$ cat src/rtl/cmd_pkg.sv
// Shared types and constants for the command-processor arbiter.
// Imported by the arbiter top and its round-robin picker.
package cmd_pkg;

  typedef enum logic [1:0] {
    IDLE,
    ISSUE,
    WAIT_RESP,
    LOCKED
  } arb_state_t;

  localparam logic [7:0] RESP_TIMEOUT_ERR = 8'hFF;
  localparam logic [7:0] RESP_TOUR_DONE   = 8'hA5;
  localparam logic [7:0] RESP_ACK         = 8'h5A;
  localparam int         MAX_REQ          = 8;

  function automatic logic [2:0] oh_to_idx(
    input logic [7:0] oh
  );
    logic [2:0] idx;
    idx = '0;
    for (int i = 0; i < MAX_REQ; i++) begin
      if (oh[i]) idx = 3'(i);
    end
    return idx;
  endfunction

endpackage

$ cat src/rtl/cmd_arbiter_rr_pick.sv
// Round-robin picker: first set request at or after ptr, wrapping.
// Purely combinational; sel is one-hot or zero.
module rr_pick
  import cmd_pkg::*;
#(
  parameter int N = 3
) (
  input  logic [N-1:0] req,
  input  logic [2:0]   ptr,
  output logic [N-1:0] sel,
  output logic         found
);

  int idx;

  always_comb begin
    sel   = '0;
    found = 1'b0;
    idx   = 0;
    for (int k = 0; k < N; k++) begin
      idx = (int'(ptr) + k) % N;
      if (!found && req[idx]) begin
        sel[idx] = 1'b1;
        found    = 1'b1;
      end
    end
  end

endmodule

$ cat src/rtl/cmd_arbiter.sv
// Round-robin arbiter sharing one command processor among requesters,
// with owner lock and a response timeout that forces release.
module cmd_arbiter
  import cmd_pkg::*;
#(
  parameter int NUM_REQ      = 3,
  parameter int RESP_TIMEOUT = 2**20
) (
  input  logic                   clk,
  input  logic                   rst,
  input  logic [NUM_REQ-1:0]     req_rdy,
  input  logic [16*NUM_REQ-1:0]  req_cmd,
  input  logic [NUM_REQ-1:0]     req_lock,
  output logic [NUM_REQ-1:0]     req_clr,
  output logic [NUM_REQ-1:0]     resp_vld,
  output logic [7:0]             resp_out,
  output logic                   resp_err,
  output logic [NUM_REQ-1:0]     grant,
  output logic                   busy,
  output logic [15:0]            cmd,
  output logic                   cmd_rdy,
  input  logic                   clr_cmd_rdy,
  input  logic                   send_resp,
  input  logic [7:0]             resp
);

  localparam int CW = $clog2(RESP_TIMEOUT + 1);

  arb_state_t         state_q, state_d;
  logic [2:0]         rr_ptr_q, rr_ptr_d;
  logic [2:0]         owner_q, owner_d;
  logic [NUM_REQ-1:0] grant_q, grant_d;
  logic [15:0]        cmd_q, cmd_d;
  logic               cmd_rdy_q, cmd_rdy_d;
  logic [NUM_REQ-1:0] req_clr_q, req_clr_d;
  logic [NUM_REQ-1:0] resp_vld_q, resp_vld_d;
  logic [7:0]         resp_out_q, resp_out_d;
  logic               resp_err_q, resp_err_d;
  logic               busy_q, busy_d;
  logic [CW-1:0]      cnt_q, cnt_d;

  logic [NUM_REQ-1:0] pick_sel;
  logic               pick_found;
  logic [2:0]         sel_idx;
  logic [2:0]         nxt_ptr;
  logic               timeout;

  rr_pick #(
    .N (NUM_REQ)
  ) u_pick (
    .req   (req_rdy),
    .ptr   (rr_ptr_q),
    .sel   (pick_sel),
    .found (pick_found)
  );

  assign sel_idx = oh_to_idx(8'(pick_sel));
  assign nxt_ptr = (int'(owner_q) == NUM_REQ - 1) ? 3'd0
                                                  : owner_q + 3'd1;
  assign timeout = (cnt_q == CW'(RESP_TIMEOUT - 1));

  always_comb begin
    state_d    = state_q;
    rr_ptr_d   = rr_ptr_q;
    owner_d    = owner_q;
    grant_d    = grant_q;
    cmd_d      = cmd_q;
    cmd_rdy_d  = cmd_rdy_q;
    req_clr_d  = '0;
    resp_vld_d = '0;
    resp_out_d = resp_out_q;
    resp_err_d = resp_err_q;
    cnt_d      = cnt_q;
    unique case (state_q)
      IDLE: begin
        if (pick_found) begin
          cmd_d     = req_cmd[16*int'(sel_idx) +: 16];
          grant_d   = pick_sel;
          owner_d   = sel_idx;
          req_clr_d = pick_sel;
          cmd_rdy_d = 1'b1;
          state_d   = ISSUE;
        end
      end
      ISSUE: begin
        if (clr_cmd_rdy) begin
          cmd_rdy_d = 1'b0;
          cnt_d     = '0;
          state_d   = WAIT_RESP;
        end
      end
      WAIT_RESP: begin
        cnt_d = cnt_q + CW'(1);
        if (send_resp) begin
          resp_out_d = resp;
          resp_err_d = 1'b0;
          resp_vld_d = grant_q;
          if (req_lock[owner_q]) begin
            state_d = LOCKED;
          end else begin
            grant_d  = '0;
            rr_ptr_d = nxt_ptr;
            state_d  = IDLE;
          end
        end else if (timeout) begin
          resp_out_d = RESP_TIMEOUT_ERR;
          resp_err_d = 1'b1;
          resp_vld_d = grant_q;
          grant_d    = '0;
          rr_ptr_d   = nxt_ptr;
          state_d    = IDLE;
        end
      end
      LOCKED: begin
        // only the owner may issue while the lock is held
        if (req_rdy[owner_q]) begin
          cmd_d     = req_cmd[16*int'(owner_q) +: 16];
          req_clr_d = grant_q;
          cmd_rdy_d = 1'b1;
          state_d   = ISSUE;
        end else if (!req_lock[owner_q]) begin
          grant_d  = '0;
          rr_ptr_d = nxt_ptr;
          state_d  = IDLE;
        end
      end
      default: state_d = IDLE;
    endcase
    busy_d = (state_d != IDLE);
  end

  always_ff @(posedge clk) begin
    if (rst) begin
      state_q    <= IDLE;
      rr_ptr_q   <= '0;
      owner_q    <= '0;
      grant_q    <= '0;
      cmd_q      <= '0;
      cmd_rdy_q  <= 1'b0;
      req_clr_q  <= '0;
      resp_vld_q <= '0;
      resp_out_q <= '0;
      resp_err_q <= 1'b0;
      busy_q     <= 1'b0;
      cnt_q      <= '0;
    end else begin
      state_q    <= state_d;
      rr_ptr_q   <= rr_ptr_d;
      owner_q    <= owner_d;
      grant_q    <= grant_d;
      cmd_q      <= cmd_d;
      cmd_rdy_q  <= cmd_rdy_d;
      req_clr_q  <= req_clr_d;
      resp_vld_q <= resp_vld_d;
      resp_out_q <= resp_out_d;
      resp_err_q <= resp_err_d;
      busy_q     <= busy_d;
      cnt_q      <= cnt_d;
    end
  end

  assign req_clr  = req_clr_q;
  assign resp_vld = resp_vld_q;
  assign resp_out = resp_out_q;
  assign resp_err = resp_err_q;
  assign grant    = grant_q;
  assign busy     = busy_q;
  assign cmd      = cmd_q;
  assign cmd_rdy  = cmd_rdy_q;

endmodule

$ cat config.mk
export PLATFORM = sky130hd
export DESIGN_NAME = cmd_arbiter
export DESIGN_NICKNAME = d
export VERILOG_FILES = /design/src/rtl/cmd_pkg.sv /design/src/rtl/cmd_arbiter_rr_pick.sv /design/src/rtl/cmd_arbiter.sv
export SDC_FILE = /design/constraint.sdc
export NUM_CORES = 1
export LEC_CHECK = 0
export CORE_MARGIN = 2
export CORE_UTILIZATION = 45
export CTS_CLUSTER_DIAMETER = 120
export DETAILED_ROUTE_END_ITERATION = 10
export GPL_TIMING_DRIVEN = 0
export PLACE_DENSITY = 0.72
export SYNTH_ARGS = -nofsm -noshare
export SYNTH_HDL_FRONTEND = slang
export SYNTH_SLANG_ARGS = --single-unit
export TNS_END_PERCENT = 50
$ cat constraint.sdc
create_clock -name clk -period 8.8 [get_ports clk]
set_clock_uncertainty 0.2 [all_clocks]
set_input_delay 1.76 -clock clk [delete_from_list [all_inputs] [get_ports clk]]
set_output_delay 1.76 -clock clk [all_outputs]
set_load 0.02 [all_outputs]
======== Yosys cells after proc, flatten, opt, wreduce, memory -nomap -nowiden ========
Index checks and enable logic that the tools add are counted.
W data, S select, Z words.
cells by class
  add/sub/neg operators ................... 4
  divide/modulo/power cells ............... 3
  order comparisons ....................... 7
  equality and inequality tests ........... 10
  shift operators ......................... 2
  muxes and demuxes ....................... 65
  bitwise gates (word level) .............. 3
  reductions and logical operators ........ 23
operators by type and width
  kind                     count
  $ge A32 B1 Y1 const B    3
  $lt A32 B4 Y1 const B    3
  $shiftx A48 B8 Y16       2
  $mod A32 B3 Y32 const B  2
  $mux W3                  18
  $pmux W21 S2             1
  $mod A4 B3 Y32 const B   1
  $mux W16                 2
  $pmux W16 S2             1
  $add A21 B1 Y21 const B  1
  $eq A21 B20 Y1 const B   1
  $mux W21                 1
  $mux W1                  20
  $mux W8                  2
  $mux W2                  7
  $pmux W3 S2              2
  $bmux W1 S2              5
  $reduce_bool A2 Y1       5
  $pmux W3 S3              1
  $ne A2 B2 Y1 const B     4
  $pmux W2 S4              1
  $reduce_and A4 Y1        2
  $demux W1 S2             3
  $or A3 B3 Y3             2
  other kinds (17)         27
storage, ports and cells
  register bits ........................... 65
  output and inout port bits .............. 36
  logic and storage cells ................. 129

======== Depth between registers and ports, before layout ========
Gate-level depths: netlist (run 1).
  word-level depth ........................ 16
  gate-level depth with buffers ........... 22
  mapped depth without buffers ............ 20

======== Cells and area by module ========
A second synthesis (run 1) with hierarchy kept.
unflattened totals
  cells, all modules ...................... 524
  area, all modules ....................... 4414.2 um2
by module, submodules not included
  module       times used  cells each  area an instance (um2)
  cmd_arbiter  1           358         3208.1
  rr_pick      1           166         1206.2

======== Worst setup path before layout (run 1) ========
Ideal clock, no wire load.
  kind .................................... reg-to-reg
  start point ............................. register rr_ptr_q[0]
  end point ............................... register cmd_q[10] (netlist: cmd[10])
  library setup time ...................... 0.133 ns
  data arrival time ....................... 4.445 ns
  required time ........................... 8.467 ns
  slack ................................... 4.022 ns
  cell stages (with the launch flop) ...... 19
  path buffers ............................ 4
  path through ............................ dfxtp_1 -> clkbuf_1 -> buf_1 -> inv_1 -> ha_1 -> ha_1 -> inv_1 -> o22ai_4 -> or3_1 -> and2_1 -> ha_1 -> a2111o_1 -> nand3b_4 -> a2111o_1 -> buf_6 -> nor3b_4 -> a31oi_4 -> buf_6 -> o311ai_1
on the way
  word-level cells in the longest chain between the ends .. 16
ends and longest elaborated chain
  element                                                                   line                RTL
  from (decl)                                                               cmd_arbiter.sv:30   logic [2:0] rr_ptr_q, rr_ptr_d;
  from (signal assigned)                                                    cmd_arbiter.sv:148  rr_ptr_q <= rr_ptr_d;
  parallel branches: the longest is 16 deep, another holds $mod A32 B3 Y32  --
  to (signal assigned)                                                      cmd_arbiter.sv:151  cmd_q <= cmd_d;
  to (decl)                                                                 cmd_arbiter.sv:33   logic [15:0] cmd_q, cmd_d;
Several ways; the timed one is not identified. The select of a mux whose other input is x is not followed.
A chain may end at the register's enable or synchronous reset.

======== Worst setup path after layout (run 1) ========
  start point ............................. register rr_ptr_q[0]
  end point ............................... register cmd_q[12] (netlist: cmd[12])
The elaborated chain is that of the path after synthesis.

==> results.sh, run 1 <==
export IMPL_outcome="finished clean"
export IMPL_drive_gt1_share_pct=6.207
export IMPL_die_area_sq_um=11380
export IMPL_netlist_area_sq_um=4746
export IMPL_final_antenna_net_count=0
export IMPL_setup_tns_ps=0
export IMPL_async_flop_share_pct=0
export IMPL_finalPower_mw=0.8305
export IMPL_grt_pass1_wl_microns=21890
export IMPL_layout_cells_non_filler=861
export IMPL_final_hold_violation_count=0
export IMPL_seq_area_sq_um=1281
export IMPL_cts_resized=0
export IMPL_ir_drop_v=0.00008708
export IMPL_pwr_share_comb_pct=23.3
export IMPL_place_inst=845
export IMPL_p_leak_nw=2.360
export IMPL_grt_overflow_total=0
export IMPL_htree_levels=3
export IMPL_p_per_area_nw_per_um2=134.6
export IMPL_drc_errors=0
export IMPL_clock_sinks=64
export IMPL_whs_ps=268.0
export IMPL_clkPwrFrac_pct=38.5
export IMPL_grt_max_degree=14
export IMPL_worst_slew_pin_slew_ps=939.1
export IMPL_synth_fp_nets=703
export IMPL_hpwl_microns=10390
export IMPL_ys_warn_count=0
export IMPL_fp_row_count=37
export IMPL_diodes=0
export IMPL_antenna_found_initial=0
export IMPL_clk_pin_slew_worst_paths_ps=80
export IMPL_cts_max_path_buffers=2
export IMPL_switching_share_pct=28.52
export IMPL_required_ps=8830
export IMPL_ys_flop_type="dfxtp_1"
export IMPL_fmax_mhz=175.8
export IMPL_clockRootBuffer="clkbuf_8"
export IMPL_clock_latency_ps=360
export IMPL_worstHoldPathType="flip-flop to flip-flop"
export IMPL_synth_edff_count=0
export IMPL_synth_area_per_cell_sq_um=7.793
export IMPL_gp_congestion=0.8916
export IMPL_cp_end_kind="flip-flop"
export IMPL_synthCells=609
export IMPL_maxSlewHeadroom_pct=35.78
export IMPL_fill_cells=927
export IMPL_wl_microns=13220
export IMPL_grt_pass1_vias=4761
export IMPL_nNetsFinal=814
export IMPL_internal_power_mw=0.5937
export IMPL_seq_area_frac_synth_pct=27.00
export IMPL_cp_data_arrival_time_ps=5720
export IMPL_layout_setup_ws_ps=3113
export IMPL_tritoncts="yes"
export IMPL_setup_viol=0
export IMPL_drv_cap=0
export IMPL_p_seq_share_pct=38.2
export IMPL_critPathLaunchType="flip-flop"
export IMPL_synthToLayoutAreaGrowth_pct=29.98
export IMPL_fin_crit_sh_pct=64.63
export IMPL_dieHeight_microns=106.7
export IMPL_cts_buffers_inserted=9
export IMPL_min_period_ps=5687
export IMPL_dr_pass1_iters=5
export IMPL_switchingPower_mw=0.2368
export IMPL_worstPathMaxFanout=10
export IMPL_ys_ff_latch=64
export IMPL_rsz0062_at_grt="false"
export IMPL_multi_input_area_sq_um=3179
export IMPL_drtIter0Drc=193
export IMPL_finalMaxSlewViolations=0
export IMPL_worst_setup_path_type="flip-flop to flip-flop"
export IMPL_vias=4900
export IMPL_viasPerCell=5.691
export IMPL_initial_core_util_pct=46.18
export IMPL_fp_coreArea_sq_um=10280
export IMPL_avgRoutedWirePerCell_microns=15.36
export IMPL_die_width_microns=106.7
export IMPL_cts_setup_buffers=0
export IMPL_postCtsHoldBufs=0
export IMPL_grtUsageTotal_pct=23.37
export IMPL_post_place_ws_ps=3157
export IMPL_portBuffers=100
export IMPL_ios=102
export IMPL_yosysUniqueCellTypes=75
metal layers:
layer / share of wire (%) / routed length (microns) / up-vias / track usage, %
li1: - / - / 2449 / -
met1: 46 / 6029 / 2275 / 29.53
met2: 47 / 6150 / 152 / 39.31
met3: 6.3 / 832 / 24 / 5.714
met4: 1.6 / 211 / 0 / 7.143
met5: 0 / 0 / - / 0
layout make-up:
type / instances / share of cell area [%]
clock buffer: 9 / 2.008
inverter: 36 / 2.191
clock inverter: 7 / 2.069
sequential: 64 / 20.77
buffer: 32 / 2.434
multi-input combinational: 477 / 51.54
timing repair buffer: 100 / 16.23
tap: 136 / 2.759
cells in the final DEF (no fill, tap or decap), types with 4 or more instances in the layout:
| cell | instances |
|---|---|
| o21ai_0 | 21 |
| and3_1 | 5 |
| mux2i_1 | 11 |
| inv_1 | 34 |
| or3_1 | 7 |
| nand2b_1 | 11 |
| o211ai_1 | 19 |
| nor2_1 | 63 |
| clkdlybuf4s50_1 | 100 |
| or2_2 | 4 |
| a22oi_1 | 4 |
| and2_1 | 8 |
| nor3_1 | 21 |
| clkbuf_1 | 24 |
| nand3b_1 | 4 |
| nor2b_1 | 9 |
| ha_1 | 28 |
| a31oi_1 | 6 |
| dfxtp_1 | 64 |
| nand3_1 | 11 |
| nand2_1 | 61 |
| clkbuf_8 | 9 |
| xnor2_1 | 5 |
| a21oi_1 | 44 |
| nor3b_1 | 17 |
| a21o_1 | 6 |
| o311ai_1 | 10 |
| a211oi_1 | 5 |
| nand4_1 | 7 |
| o311ai_0 | 6 |
| a32o_1 | 17 |
| xor2_1 | 14 |
power by group through the flow:
stage | sequential, mW | clock (mW) | combinational (mW)
5_1_grt | 0.319 | 0.336 | 0.210
3_5_place_dp | 0.323 | 0 | 0.193
2_1_floorplan | 0.340 | 0 | 0.0909
4_1_cts | 0.317 | 0.324 | 0.194
3_3_place_gp | 0.323 | 0 | 0.189
6_report | 0.317 | 0.320 | 0.194
registers in the layout, indices dropped and copies added (netlist names), 2 cells and up:
signal,flops
cnt_q,21
cmd,16
resp_out,8
grant,3
req_clr,3
resp_vld,3
rr_ptr_q,3
owner_q,2
state_q,2
cell families (layout without fill, tap and decap cells):
logic type	count (synthesis)	after routing	share of synthesized area (%)
xor gates and xnor gates	19	19	3.506
DFF	64	64	27.00
buffers and inverters	68	184	6.011
muxes	13	13	2.795
adders and majority gates	28	28	7.382
and+or+nand+nor	244	244	26.55
AOI/OAI and AO/OA	173	173	26.76
stage by stage:
stage,utilization [%],instance area [sq um]
2_1_floorplan,-,4746
3_3_place_gp,57.57,5917
3_5_place_dp,57.57,5917
4_1_cts,60.02,6168
5_1_grt,60.02,6168
6_report,60.02,6168
Yosys cell counts, drive strengths merged, types with 3 or more instances:
| library cell | n | area share (%) |
|---|---|---|
| nand4 | 7 | 0.92 |
| or2 | 5 | 0.66 |
| a2111oi | 3 | 0.58 |
| or3 | 7 | 0.92 |
| a32o | 18 | 3.8 |
| mux2i | 11 | 2.3 |
| nor3 | 21 | 2.2 |
| inv | 35 | 2.8 |
| dfxtp | 64 | 27 |
| o311ai | 16 | 3.0 |
| nand2 | 62 | 5.0 |
| nand3b | 5 | 1.1 |
| nand2b | 11 | 1.5 |
| and2 | 8 | 1.1 |
| nor2 | 65 | 5.2 |
| xor2 | 14 | 2.6 |
| nand3 | 11 | 1.2 |
| and3 | 5 | 0.66 |
| xnor2 | 5 | 0.92 |
| a21oi | 44 | 4.6 |
| o22ai | 4 | 0.82 |
| a211oi | 7 | 1.3 |
| ha | 28 | 7.4 |
| a31oi | 7 | 1.2 |
| buf | 8 | 1.3 |
| o21ai | 21 | 2.2 |
| a22oi | 4 | 0.63 |
| a21o | 6 | 0.95 |
| clkbuf | 24 | 1.9 |
| o211ai | 19 | 3.0 |
| nor3b | 19 | 3.3 |
| nor2b | 9 | 1.2 |
critical path: stages (launching register included):
cell,delay [ps]
dfxtp_1,530
clkbuf_1,390
buf_1,430
inv_1,130
ha_1,420
ha_1,280
inv_1,130
o22ai_4,110
or3_1,400
and2_1,220
ha_1,250
inv_1,70
o211ai_1,80
a21o_1,190
nor3_1,320
nand4_1,410
clkbuf_1,350
a32o_1,310
o211ai_1,220
o311ai_1,140
final timing paths:
| path | startpoint | depth (start not counted) | to | slack [ps] |
|---|---|---|---|---|
| worst max-delay path | rr_ptr_q[0] | 19 | cmd[12] | 3110 |
| worst max register to register | rr_ptr_q[0] | 19 | cmd[12] | 3110 |
| worst min-delay path | cmd[10] | 2 | cmd[10] | 270 |
| worst min register to register | cmd[10] | 2 | cmd[10] | 270 |
Note: power is estimated with default switching activity, not from simulation.
==> run 2: changes to the inputs <==
==> constraint.sdc (replaced) <==
create_clock -name clk -period 5.63 [get_ports clk]
set_clock_uncertainty 0.2 [all_clocks]
set_input_delay 1.126 -clock clk [delete_from_list [all_inputs] [get_ports clk]]
set_output_delay 1.126 -clock clk [all_outputs]
set_load 0.02 [all_outputs]
==> run 2 against run 1 <==
Final cell count increased by 0.46%. Utilization rose by 0.57 points. Clock power increased by 56%. Register-to-register slack worse by 2800 ps. Worst setup slack worse by 2800 ps. Global-route usage unchanged. Critical endpoint unchanged.
==> results.sh, run 2 (synthesized netlist as in run 1, its figures left out) <==
export IMPL_outcome="finished clean"
export IMPL_fp_row_count=37
export IMPL_avgRoutedWirePerCell_microns=15.51
export IMPL_hpwl_microns=10390
export IMPL_path_cells="clkbuf_2 -> inv_1 -> ha_1 -> nand2b_1 -> o211a_1 -> or2_1 -> ha_1 -> ha_1 -> nor2_1 -> nor2_1 -> o211ai_1 -> or3b_2 -> or4b_1 -> a211oi_1 -> a211oi_2 -> a32o_2 -> buf_4 -> o211ai_1 -> o311ai_1"
export IMPL_setup_tns_ps=0
export IMPL_portBuffers=100
export IMPL_drv_cap=0
export IMPL_grt_pass1_wl_microns=21890
export IMPL_clockRootBuffer="clkbuf_8"
export IMPL_r2r_setup_slack_ps=260
export IMPL_cts_buffers_inserted=9
export IMPL_dr_pass1_iters=5
export IMPL_internal_power_mw=0.9309
export IMPL_switching_share_pct=28.46
export IMPL_min_period_ps=5365
export IMPL_diodes=0
export IMPL_pwr_share_comb_pct=23.7
export IMPL_htree_levels=3
export IMPL_wl_microns=13410
export IMPL_cp_end_kind="flip-flop"
export IMPL_final_area_sq_um=6227
export IMPL_dieHeight_microns=106.7
export IMPL_worst_path_largest_cell_delay_ps=520
export IMPL_worst_setup_path_type="flip-flop to flip-flop"
export IMPL_final_antenna_net_count=0
export IMPL_nNetsFinal=818
export IMPL_worstHoldPathType="flip-flop to flip-flop"
export IMPL_synthToLayoutAreaGrowth_pct=31.22
export IMPL_drtIter0Drc=171
export IMPL_placed_cell_area_sq_um=5917
export IMPL_initial_core_util_pct=46.18
export IMPL_critPathLaunchType="flip-flop"
export IMPL_grt_overflow_total=0
export IMPL_antenna_found_initial=0
export IMPL_critical_path_top_delay_family="simple AND/OR/NAND/NOR gates"
export IMPL_finalMaxSlewViolations=0
export IMPL_clk_pin_slew_worst_paths_ps=80
export IMPL_clock_sinks=64
export IMPL_required_ps=5660
export IMPL_final_core_util_pct=60.59
export IMPL_maxSlewHeadroom_pct=50.10
export IMPL_drive_gt1_share_pct=7.956
export IMPL_switchingPower_mw=0.3703
export IMPL_gp_congestion=0.8916
export IMPL_ir_drop_v=0.0001363
export IMPL_fin_crit_sh_pct=95.29
export IMPL_worstPathMaxFanout=10
export IMPL_grt_pass1_vias=4761
export IMPL_viasPerCell=5.735
export IMPL_final_common_cell="clkdlybuf4s50_1"
export IMPL_drc_errors=0
export IMPL_p_per_area_nw_per_um2=209.0
export IMPL_worst_slew_pin_slew_ps=745.8
export IMPL_largest_register="cnt_q"
export IMPL_grtUsageTotal_pct=23.37
export IMPL_layout_cells_non_filler=865
export IMPL_p_leak_nw=2.394
export IMPL_p_seq_share_pct=38.1
export IMPL_largest_reg_flops=21
export IMPL_final_hold_violation_count=0
export IMPL_critPathBufInv=3
export IMPL_cts_max_path_buffers=2
export IMPL_vias=4961
export IMPL_place_inst=845
export IMPL_die_area_sq_um=11380
export IMPL_clkPwrFrac_pct=38.2
export IMPL_setup_viol=0
export IMPL_grt_max_degree=14
export IMPL_crit_slowest_cell="or4b_1"
export IMPL_fp_coreArea_sq_um=10280
export IMPL_tritoncts="yes"
export IMPL_layout_common_cells="clkdlybuf4s50_1, dfxtp_1, nand2_1, nor2_1, a21oi_1"
export IMPL_fmax_mhz=186.4
export IMPL_die_width_microns=106.7
export IMPL_cp_data_arrival_time_ps=5390
export IMPL_cp_common_cell="ha_1"
export IMPL_ios=102
export IMPL_clock_latency_ps=350
run 2: changes by cell type in the layout (fill, tap and decap cells not counted), sizes merged:
cell	change
buf	+4
run 2: final cells by class:
cell class / count / area, sq um
plain buffers: 32 / 153.9
clock buffers: 9 / 123.9
clock inverters: 7 / 127.6
fillers: 917 / 4050
inverters: 36 / 135.1
multi-input cells: 477 / 3203
flip-flops and latches: 64 / 1282
well taps: 136 / 170.2
repair buffers: 104 / 1031
run 2: what timing repair did:
item,in CTS,in global routing
endpoints found under the setup margin,2,21
hold buffers,0,0
setup buffers,0,4
resized for setup,1,12
hold endpoints to repair,0,0
gates cloned,0,0
pin swaps,0,1
run 2: path summary, 6_finish.rpt:
path | depth (start not counted) | to | from
setup / recovery | 19 | cmd[12] | rr_ptr_q[1]
hold / removal | 2 | cmd[10] | cmd[10]
setup reg to reg | 19 | cmd[12] | rr_ptr_q[1]
hold reg to reg | 2 | cmd[10] | cmd[10]
run 2: power by group through the flow:
stage          combinational, mW  sequential (mW)  clock (mW)
2_1_floorplan              0.142            0.532           0
3_3_place_gp               0.295            0.505           0
3_5_place_dp               0.301            0.505           0
4_1_cts                    0.303            0.495       0.507
5_1_grt                    0.333            0.499       0.525
6_report                   0.308            0.496       0.498
run 2: metal layers:
metal	share of wire [%]	track usage, %	vias to the layer above
met4	1.7	7.143	0
met2	47	39.31	160
met1	46	29.53	2315
met5	0	0	-
met3	5.9	5.714	27
li1	-	-	2459
run 2: stage by stage:
stage | worst slack, ps | hold WS, ps | power (mW)
2_1_floorplan | 851.5 | 253.9 | 0.6738
3_3_place_gp | 116.2 | 246.0 | 0.8001
3_5_place_dp | -12.76 | 251.3 | 0.8060
4_1_cts | 110.9 | 271.2 | 1.305
5_1_grt | -15.62 | 299.0 | 1.356
6_report | 264.9 | 268.0 | 1.301
run 2: tightest hold or removal path, cell delays in order, from the launching register on:
cell and delay (ps):
dfxtp_1 330, nand2_1 50, o311ai_1 60
==> run 3: changes to the inputs <==
--- a/config.mk
+++ b/config.mk
@@ -10,7 +10,7 @@
 export CTS_CLUSTER_DIAMETER = 120
 export DETAILED_ROUTE_END_ITERATION = 10
 export GPL_TIMING_DRIVEN = 0
-export PLACE_DENSITY = 0.72
+export PLACE_DENSITY = 0.7
 export SYNTH_ARGS = -nofsm -noshare
 export SYNTH_HDL_FRONTEND = slang
 export SYNTH_SLANG_ARGS = --single-unit
==> run 3 against run 2 <==
Final cell count is 0.23% lower. Flip-flop and latch count stayed put. Hold slack better by 7.8 ps. Utilization is 0.17 points lower. Sequential share of layout area is 0.078 points higher. Maximum frequency is 1.2% higher. Total power is 0.15% lower. Sequential power hardly changed. Clock power hardly changed. Final area is 0.28% lower. Routed wire length hardly changed. Clock-buffer cell count stayed put. Critical endpoint is now cmd[15]. Highest routed layer unchanged.
==> results.sh, run 3 (synthesized netlist as in run 1, its figures left out) <==
export IMPL_r2r_cells=19
export IMPL_setup_viol=0
export IMPL_worst_slew_pin_slew_ps=736.4
export IMPL_fp_coreArea_sq_um=10280
export IMPL_p_per_area_nw_per_um2=209.2
export IMPL_grt_pass1_vias=4700
export IMPL_dr_pass1_iters=5
export IMPL_placed_cell_area_sq_um=5917
export IMPL_grt_max_degree=14
export IMPL_hold_depth=2
export IMPL_grtUsageTotal_pct=23.58
export IMPL_diodes=0
export IMPL_die_area_sq_um=11380
export IMPL_final_area_sq_um=6210
export IMPL_setup_tns_ps=0
export IMPL_initial_core_util_pct=46.18
export IMPL_required_ps=5650
export IMPL_drv_cap=0
export IMPL_die_width_microns=106.7
export IMPL_cts_buffers_inserted=9
export IMPL_dieHeight_microns=106.7
export IMPL_critPathLaunchType="flip-flop"
export IMPL_fin_crit_sh_pct=94.19
export IMPL_final_antenna_net_count=0
export IMPL_worst_setup_path_type="flip-flop to flip-flop"
export IMPL_outcome="finished clean"
export IMPL_maxSlewHeadroom_pct=50.79
export IMPL_wl_microns=13410
export IMPL_viasPerCell=5.671
export IMPL_worstPathMaxFanout=10
export IMPL_largest_register="cnt_q"
export IMPL_layout_common_cells="clkdlybuf4s50_1, nor2_1, dfxtp_1"
export IMPL_avgRoutedWirePerCell_microns=15.54
export IMPL_antenna_found_initial=0
export IMPL_multi_input_area_sq_um=3199
export IMPL_fmax_mhz=188.6
export IMPL_nNetsFinal=816
export IMPL_ios=102
export IMPL_cp_data_arrival_time_ps=5320
export IMPL_rsz0062_at_grt="false"
export IMPL_clk_pin_slew_worst_paths_ps=80
export IMPL_cts_max_path_buffers=2
export IMPL_finalMaxSlewViolations=0
export IMPL_clock_latency_ps=350
export IMPL_largest_reg_flops=21
export IMPL_min_period_ps=5303
export IMPL_drive_gt1_share_pct=7.703
export IMPL_grt_overflow_total=0
export IMPL_layout_cells_non_filler=863
export IMPL_drtIter0Drc=322
export IMPL_vias=4894
export IMPL_clockRootBuffer="clkbuf_8"
export IMPL_cp_end_kind="flip-flop"
export IMPL_hpwl_microns=10370
export IMPL_final_hold_violation_count=0
export IMPL_tritoncts="yes"
export IMPL_seq_area_sq_um=1284
export IMPL_htree_levels=3
export IMPL_synthToLayoutAreaGrowth_pct=30.85
export IMPL_grt_pass1_wl_microns=22020
export IMPL_p_leak_nw=2.385
export IMPL_fp_row_count=37
export IMPL_gp_congestion=0.8795
export IMPL_portBuffers=100
export IMPL_place_inst=845
export IMPL_drc_errors=0
export IMPL_fill_cells=953
export IMPL_worstHoldPathType="flip-flop to flip-flop"
export IMPL_clock_sinks=64
export IMPL_finalPower_mw=1.299
export IMPL_ir_drop_v=0.0001271
export IMPL_final_common_cell="clkdlybuf4s50_1"
[run 3: changes by cell type in the layout (fill, tap and decap cells not counted), sizes merged]
cell	delta
buf	-2
[run 3: cell type report]
class / count / share of cell area, %
inverters: 36 / 2.176
well taps: 136 / 2.740
plain buffers: 32 / 2.478
repair buffers: 102 / 16.36
multi-input cells: 477 / 51.52
clock buffers: 9 / 1.995
clock inverters: 7 / 2.055
flip-flops and latches: 64 / 20.67
[run 3: worst paths after layout]
kind          startpoint       to  slack (ps)
max          rr_ptr_q[1]  cmd[15]         330
min               cmd[8]   cmd[8]         280
max reg2reg  rr_ptr_q[1]  cmd[15]         330
min reg2reg       cmd[8]   cmd[8]         280
[run 3: worst max-delay path: stages, from the launching register on]
cell and delay (ps):
dfxtp_2 420, clkbuf_2 250, inv_1 190, ha_1 410
nand2b_1 270, o211a_1 270, or2_1 240, ha_1 200
ha_1 220, nor2_1 180, nor2_1 70, o211ai_1 90
or3b_2 500, or4b_1 530, a211oi_1 240, a211oi_2 100
a32o_2 360, buf_4 180, o211ai_1 120, o311ai_1 140
[run 3: timing repair]
item | in CTS | in global routing
pin swaps | 0 | 1
gates resized for setup | 2 | 10
setup endpoints to repair | 13 | 21
buffers inserted | 0 | 2
hold buffers | 0 | 0
[run 3: per-layer routing]
| metal | share of wire (%) | global-route usage (%) | up-vias |
|---|---|---|---|
| met3 | 6.6 | 6.322 | 16 |
| li1 | - | - | 2453 |
| met5 | 0 | 0 | - |
| met2 | 47 | 39.63 | 144 |
| met1 | 46 | 30.00 | 2281 |
| met4 | 1.1 | 5.844 | 0 |
[run 3: report_power, final]
| part | switching, mW | internal, mW | total (mW) | leakage [nW] |
|---|---|---|---|---|
| registers | 0.0172 | 0.479 | 0.496 | 0.522 |
| clock network | 0.197 | 0.300 | 0.497 | 0.126 |
| logic | 0.156 | 0.150 | 0.306 | 1.74 |
[run 3: through the flow]
stage               utilization (%)  setup slack (ps)  hold slack, ps
floorplan                         -             851.5           253.9
global placement              57.57            -16.76           245.3
detailed placement            57.57            -72.20           251.1
CTS                           60.08             68.07           275.0
global route                  60.42             83.85           306.6
finish                        60.42             327.3           275.9
